==> config.mk <==
export PLATFORM = sky130hd
export DESIGN_NAME = core_sequencer
export DESIGN_NICKNAME = d
export VERILOG_FILES = /design/src/rtl/core_sequencer.sv
export SDC_FILE = /design/constraint.sdc
export NUM_CORES = 1
export LEC_CHECK = 0
export BUFFER_PORTS_ARGS = -buffer_cell sky130_fd_sc_hd__buf_2
export CORE_MARGIN = 2
export CORE_UTILIZATION = 35
export DETAILED_ROUTE_END_ITERATION = 6
export GPL_ROUTABILITY_DRIVEN = 0
export PLACE_DENSITY = 0.58
export SYNTH_ARGS = -nofsm -noshare
export SYNTH_HDL_FRONTEND = slang
export SYNTH_SLANG_ARGS = --single-unit
==> constraint.sdc <==
create_clock -name clk -period 2.8 [get_ports clk]
set_clock_uncertainty 0.1 [all_clocks]
set_input_delay 0.28 -clock clk [delete_from_list [all_inputs] [get_ports clk]]
set_output_delay 0.28 -clock clk [all_outputs]
set_load 0.01 [all_outputs]
==> src/rtl/core_sequencer.sv <==
`default_nettype none
// +--------------------------------------------------------------------------+
// | Module   : core_sequencer                                                |
// | Purpose  : Program sequencer for the 9-bit-ISA core. Owns the program    |
// |            counter, the start/run/done handshake, the RUN cycle counter  |
// |            and the sticky PC-wrap error flag, and detects program end    |
// |            (halt address or a run of consecutive all-zero instructions). |
// | Ports    : clk, reset      - clock, synchronous active-high reset       |
// |            start           - launch request (IDLE/DONE only)            |
// |            stall           - hold PC and zero-run counter this cycle    |
// |            mach_code       - instruction currently addressed by pc      |
// |            jump_en/mode/amount - jump request from the control unit     |
// |            pc, running, done, cycle_count, wrap_err - registered status |
// | Revision : 1.0 - initial release                                         |
// +--------------------------------------------------------------------------+
module core_sequencer #(
   parameter int                PC_W       = 8,
   parameter int                INSTR_W    = 9,
   parameter int                CNT_W      = 16,
   parameter logic [PC_W-1:0]   START_ADDR = '0,
   parameter logic [PC_W-1:0]   HALT_PC    = '1,
   parameter int                HALT_ZEROS = 1
) (
   input  logic                 clk,
   input  logic                 reset,
   input  logic                 start,
   input  logic                 stall,
   input  logic [INSTR_W-1:0]   mach_code,
   input  logic                 jump_en,
   input  logic [1:0]           jump_mode,
   input  logic [PC_W-1:0]      jump_amount,
   output logic [PC_W-1:0]      pc,
   output logic                 running,
   output logic                 done,
   output logic [CNT_W-1:0]     cycle_count,
   output logic                 wrap_err
);

   // Zero-run counter only needs to reach HALT_ZEROS; halting occurs there.
   localparam int ZW = (HALT_ZEROS < 2) ? 1 : $clog2(HALT_ZEROS + 1);
   localparam logic [ZW-1:0] c_HALT_Z = ZW'(HALT_ZEROS);

   typedef enum logic [1:0] {
      S_IDLE = 2'd0,
      S_RUN  = 2'd1,
      S_DONE = 2'd2
   } state_t;

   state_t              r_state;
   logic [PC_W-1:0]     r_pc;
   logic                r_running;
   logic                r_done;
   logic [CNT_W-1:0]    r_cnt;
   logic                r_werr;
   logic [ZW-1:0]       r_zrun;

   logic [PC_W:0]       w_inc;
   logic [PC_W:0]       w_add;
   logic [PC_W:0]       w_sub;
   logic [PC_W-1:0]     w_pc_next;
   logic                w_wrap;
   logic [ZW-1:0]       w_zrun_next;
   logic                w_halt;

   // One extra bit on each path exposes carry (inc/add) or borrow (sub).
   assign w_inc = {1'b0, r_pc} + (PC_W+1)'(1);
   assign w_add = {1'b0, r_pc} + {1'b0, jump_amount};
   assign w_sub = {1'b0, r_pc} - {1'b0, jump_amount};

   assign w_zrun_next = (mach_code == '0) ? (r_zrun + ZW'(1)) : '0;
   assign w_halt      = (r_pc == HALT_PC) || (w_zrun_next == c_HALT_Z);

   always_comb begin
      w_pc_next = w_inc[PC_W-1:0];
      w_wrap    = w_inc[PC_W];
      if (jump_en) begin
         case (jump_mode)
            2'b00: begin
               w_pc_next = w_add[PC_W-1:0];
               w_wrap    = w_add[PC_W];
            end
            2'b01: begin
               w_pc_next = w_sub[PC_W-1:0];
               w_wrap    = w_sub[PC_W];
            end
            2'b10: begin
               w_pc_next = jump_amount;
               w_wrap    = 1'b0;
            end
            default: ;  // reserved mode behaves as a plain increment
         endcase
      end
   end

   always_ff @(posedge clk) begin
      if (reset) begin
         r_state   <= S_IDLE;
         r_pc      <= START_ADDR;
         r_running <= 1'b0;
         r_done    <= 1'b0;
         r_cnt     <= '0;
         r_werr    <= 1'b0;
         r_zrun    <= '0;
      end else begin
         case (r_state)
            S_IDLE, S_DONE: begin
               if (start) begin
                  r_state   <= S_RUN;
                  r_pc      <= START_ADDR;
                  r_running <= 1'b1;
                  r_done    <= 1'b0;
                  r_cnt     <= '0;
                  r_werr    <= 1'b0;
                  r_zrun    <= '0;
               end
            end
            S_RUN: begin
               // Stalled cycles still count as RUN cycles.
               if (r_cnt != '1) begin
                  r_cnt <= r_cnt + CNT_W'(1);
               end
               // Stall suppresses both halt and jump; a lost jump must be re-presented.
               if (!stall) begin
                  if (w_halt) begin
                     r_state   <= S_DONE;
                     r_running <= 1'b0;
                     r_done    <= 1'b1;
                  end else begin
                     r_pc   <= w_pc_next;
                     r_zrun <= w_zrun_next;
                     if (w_wrap) begin
                        r_werr <= 1'b1;
                     end
                  end
               end
            end
            default: begin
               r_state <= S_IDLE;
            end
         endcase
      end
   end

   assign pc          = r_pc;
   assign running     = r_running;
   assign done        = r_done;
   assign cycle_count = r_cnt;
   assign wrap_err    = r_werr;

endmodule
`default_nettype wire

---- Yosys cells after proc, flatten, opt, wreduce, memory -nomap -nowiden ----
Cells that the tools add are included.
cells by class
  $add $sub $neg .......................... 5
  $mul .................................... 0
  divide/modulo/power cells ............... 0
  magnitude comparators ................... 0
  eq/ne operators ......................... 12
  shift operators ......................... 0
  muxes and demuxes ....................... 31
  bitwise logic cells ..................... 0
  reduce and logical (&&, ||, !) cells .... 11
operators with widths
  kind                                                                    count
  16-bit two-way mux                                                      2
  8-bit two-way mux                                                       4
  16-bit case mux with 2 select lines                                     1
  8-bit case mux with 3 select lines                                      1
  16-bit by 1-bit adder with 16-bit output (second input constant)        1
  16-bit inequality test (second input constant)                          1
  8-bit case mux with 2 select lines                                      1
  1-bit two-way mux                                                       13
  2-bit inequality test (second input constant)                           6
  8-bit by 1-bit adder with 9-bit output (second input constant)          1
  8-bit by 8-bit adder with 9-bit output                                  1
  9-bit logical NOT                                                       1
  8-bit by 8-bit subtractor with 9-bit output                             1
  8-bit equality test (second input constant)                             1
  1-bit case mux with 2 select lines                                      4
  4-bit AND reduction                                                     2
  2-bit two-way mux                                                       3
  3-bit AND reduction                                                     2
  5-bit AND reduction                                                     1
  2-bit by 1-bit equality test with 1-bit output (second input constant)  2
  2-bit equality test (second input constant)                             2
  2-bit logical NOT                                                       2
  2-bit case mux with 2 select lines                                      1
  1-bit case mux with 3 select lines                                      1
  other kinds (4)                                                         4
storage, ports and cells
  register bits after elaboration ......... 30
  latch bits .............................. 0
  bits in writable memories ............... 0
  memory bits (read-only) ................. 0
  output and inout port bits .............. 27
  word-level logic and storage cells ...... 66
  memories ................................ 0

---- Longest topological paths before layout ----
  depth in word-level cells ............... 7
  mapped depth ............................ 11
  gate-level depth less buffers ........... 11

---- Worst setup path before layout ----
OpenSTA, ideal clock, no wires.
  path kind ............................... reg2reg
  start point ............................. register r_pc[1], in the netlist pc[1]
  end point ............................... register r_pc[7], in the netlist pc[7]
  arrival ................................. 2.085 ns
  data required time ...................... 2.583 ns
  path slack .............................. 0.497 ns
  stages on the path, launching flop included .. 9
  buffers on the path ..................... 0
  period minus slack after synthesis ...... 2.303 ns
  cells stage by stage .................... dfxtp_1 > ha_1 > nor2b_1 > o31a_1 > o21ai_2 > a21oi_1 > xor2_1 > or3b_1 > a32o_1
between the ends
  longest elaborated chain between the ends .. 6
RTL lines
  item                                                            line  source
  start, declared                                                 50    logic [PC_W-1:0] r_pc;
  start signal, assigned                                          129   r_pc <= w_pc_next;
  8-bit by 1-bit adder with 9-bit output (tied with other cells)  66    assign w_inc = {1'b0, r_pc} + (PC_W+1)'(1);
  8-bit case mux with 3 select lines                              77    case (jump_mode)
  8-bit two-way mux                                               76    if (jump_en) begin
  8-bit two-way mux                                               124   if (w_halt) begin
  8-bit two-way mux                                               123   if (!stall) begin
  8-bit case mux with 2 select lines                              105   case (r_state)
Parallel ways exist; a longest one is shown, timed or not. The select of a mux whose other input is x is not followed.
A chain may end at the register's enable or synchronous reset.

---- Final worst setup path ----
  start point ............................. register r_pc[0], in the netlist pc[0]
  end point ............................... register r_pc[6], in the netlist pc[6]
Same word-level chain as after synthesis.

==> qor.yml <==
status:
  outcome: "finished, final reports clean"
power:
  switching_share: 0.297
  power.share.combinational: 0.208
  p_sw_mw: 0.289
  powerDensity_nw_per_um2: 351
  p_leak_nw: 1.20
  ir_worst_vdd_mv: 0.249
  pwr-share-seq: 0.456
  clkPwrFrac: 0.335
  intPower_mw: 0.684
floorplanning:
  rows: 29
  die_y_microns: 86.3
  start_util: 0.367
  fp.dieArea_sq_um: 7450
  core_area_sq_um: 6460
  die_x_microns: 86.3
  io_pins: 51
placement:
  port_buffers: 50
  dpl.hpwl_mm: 4.57
  postPlaceCellArea_sq_um: 2690
  placed_cells: 425
  pre_cts_ws_ns: 0.432
sta:
  setup_ws_ns: 0.456
  final_max_slew_viol_count: 0
  fmax_ghz: 0.427
  rsz0062_at_grt: "false"
  relSlewSlack: 0.613
  tightest_slew_ns: 0.581
  min_period_ns: 2.34
  finalHoldViolations: 0
  fin_crit_sh: 0.837
  finalSetupTns_ns: 0
  finalSetupViolations: 0
setup_path:
  path_cells: "inv_1, ha_1, inv_1, fa_1, a211oi_1, o21ai_1, nand4b_1, mux2i_1, nor2_1, o21ai_1, a211oi_1"
  path_buf_inv: 2
  worst_path_max_delay_cell: "fa_1"
  r2r_start: "pc[0]"
  crit_type: "flip-flop to flip-flop"
  cp_top_family: "compound AO/OA/AOI/OAI gates"
  r2r_slack_ns: 0.46
  crit_path_start_kind: "flip-flop"
  crit_end: "pc[6]"
  cp-startpoint: "pc[0]"
  reg2regPathDepth: 11
  r2r_end: "pc[6]"
  critPathMaxStageDelay_ns: 0.42
  crit_required_ns: 2.90
  path_depth: 11
  crit_fanout: 8
  arrival_ns: 2.44
  endpoint_kind: "flip-flop"
drt:
  first_pass_iters: 4
  wire_per_inst_microns: 13.9
  drt_wl_total_mm: 5.99
  route.vias.total: 2300
  drtIter0Drc: 84
  vias_per_cell: 5.32
  drc: 0
  ant_nets: 0
final_layout:
  fin_util: 0.429
  nets: 399
  layout-drive-gt1-share: 0.203
  fin_cells: 432
  finish.instance_area_sq_um: 2770
  n_antenna_cell: 0
  syn2layout_area_growth_pct: 16.9
grt:
  grtUsageTotal: 0.170
  grt.busiest_layer: "met2"
  grt_overflow_total: 0
  grt_max_degree: 26
  grtUsageMet3: 0.0438
  grt_pass1_wl_mm: 10.1
  use_met1: 0.212
  grt_pass1_vias: 2163
  grtUsageMet2: 0.289
  antenna_found_initial: 0
clock_network:
  cts_tree: "done"
  cts.clk_slew.worst_paths_ns: 0.06
  cts_sinks: 30
  cts-root-buf: "clkbuf_8"
  holdBufCountCts: 0
  clock_latency_ns: 0.28
  cts_setup_buffers: 0
  cts_buffer_depth: 2
  h-tree-depth: 2
  cts-buffers-inserted: 5
  cts-resized-gates: 0
synthesis:
  ys.flop_type: "dfxtp_1"
  ys.warnings.count: 0
  syn-instance-count: 305
  syn_nets: 349
  synthTopCellsByArea: "dfxtp_1 25%, ha_1 9.5%, nand2_1 4.7%"
  ys_types: 61
  ys_async_sr_fraction: 0
  synth_edf_count: 0
  ys_seq_area_frac: 0.253
  synth_area_leader_cell: "dfxtp_1"
  netlist_area_sq_um: 2370
  yosys.area.top_type_share: 0.253
  ys_ff_latch: 30
  synth.avg_cell_area_sq_um: 7.77
worst_hold_path:
  hold_path.class: "input pin to flip-flop"
  whs_path_depth: 3
run:
  maxCapViolations: 0
[synth_stat cells, types with 2 or more instances]
master / count
dfxtp_1: 30
nand2_1: 30
nor2_1: 29
a21oi_1: 22
ha_1: 18
inv_1: 16
nand3_1: 12
xor2_1: 12
o21ai_0: 10
nand2b_1: 9
xnor2_1: 8
a211oi_1: 6
and3_1: 5
clkbuf_1: 5
mux2i_1: 5
nand4_1: 5
nor2b_1: 5
nor3_1: 5
o22ai_1: 5
a221oi_1: 4
buf_2: 4
o21ai_1: 4
or3_1: 4
a31oi_1: 3
nor3b_1: 3
nor4_1: 3
o211ai_1: 3
o21a_1: 3
fa_1: 2
nand4b_1: 2
o31ai_1: 2
or2_1: 2
[worst register-to-register path, cell delays in order, from the launching register on]
cell and delay, ns:
dfxtp_1 0.38, inv_1 0.08, ha_1 0.17, inv_1 0.06
fa_1 0.42, a211oi_1 0.30, o21ai_1 0.14, nand4b_1 0.11
mux2i_1 0.07, nor2_1 0.14, o21ai_1 0.07, a211oi_1 0.22
[layer usage]
metal | part of all wire | wire length (microns) | vias to the layer above
li1 | - | - | 1188
met1 | 0.47 | 2800 | 1064
met2 | 0.48 | 2880 | 42
met3 | 0.033 | 195 | 6
met4 | 0.018 | 108 | 0
met5 | 0 | 0 | -
[state kept, by name, indices dropped and copies added, names as in the netlist]
| signal | flops |
|---|---|
| r_zrun | 1 |
| wrap_err | 1 |
| cycle_count | 16 |
| r_state | 2 |
| pc | 8 |
| running | 1 |
| done | 1 |
[worst min path at each step]
stage | startpoint | to | slack, ns
floorplan | reset | pc[6] | 0.26
global placement | done | done | 0.34
detailed placement | done | done | 0.35
CTS | start | r_state[1] | 0.20
global route | start | r_state[1] | 0.20
finish | start | r_state[1] | 0.21
[power groups by stage]
stage          combinational, mW  clock (mW)  sequential, mW
3_5_place_dp               0.203           0           0.453
5_1_grt                    0.230       0.367           0.444
6_report                   0.203       0.326           0.444
2_1_floorplan              0.140           0           0.455
4_1_cts                    0.205       0.335           0.444
3_3_place_gp               0.202           0           0.453
[cells in the final DEF, fill, tap and decap left out, drive strengths merged, types with 3 or more instances in the layout]
master   n
nand3   12
or2      3
ha      18
o21a     3
or3      4
nor4     3
clkbuf   5
xor2    12
a221oi   4
nand2   31
dfxtp   30
xnor2    8
nor3     6
nor3b    3
mux2i    5
a31oi    4
buf     55
and3     5
o21ai   15
nand2b   9
nor2b    5
o22ai    5
nand4    5
nor2    29
a21oi   23
o211ai   3
a211oi   6
inv     16
[area by class of cell]
| type | instances | area, sq um |
|---|---|---|
| Fill cell | 688 | 3690 |
| Multi-Input combinational cell | 247 | 1650 |
| Sequential cell | 30 | 601 |
| Timing Repair Buffer | 55 | 288 |
| Tap cell | 77 | 96.3 |
| Clock buffer | 5 | 68.8 |
| Inverter | 16 | 60.1 |
| Clock inverter | 2 | 10.0 |
[logic make-up (layout without fill, tap and decap cells)]
| group | after synthesis | count (layout) | synth area share |
|---|---|---|---|
| AO/OA/AOI/OAI | 77 | 77 | 0.216 |
| XOR/XNOR | 20 | 20 | 0.0739 |
| adder cells (fa/ha/maj) | 20 | 20 | 0.112 |
| buffers and inverters | 28 | 78 | 0.0512 |
| flip-flops | 30 | 30 | 0.253 |
| multiplexers | 6 | 6 | 0.0259 |
| AND/OR/NAND/NOR | 124 | 124 | 0.268 |
[metrics by stage]
step,power [mW],hold WS (ns)
after floorplan,0.595,0.258
after detailed placement,0.656,0.350
after global placement,0.655,0.344
after global routing,1.04,0.196
final,0.973,0.207
after CTS,0.984,0.199
Note: power is estimated with default switching activity, not from simulation.
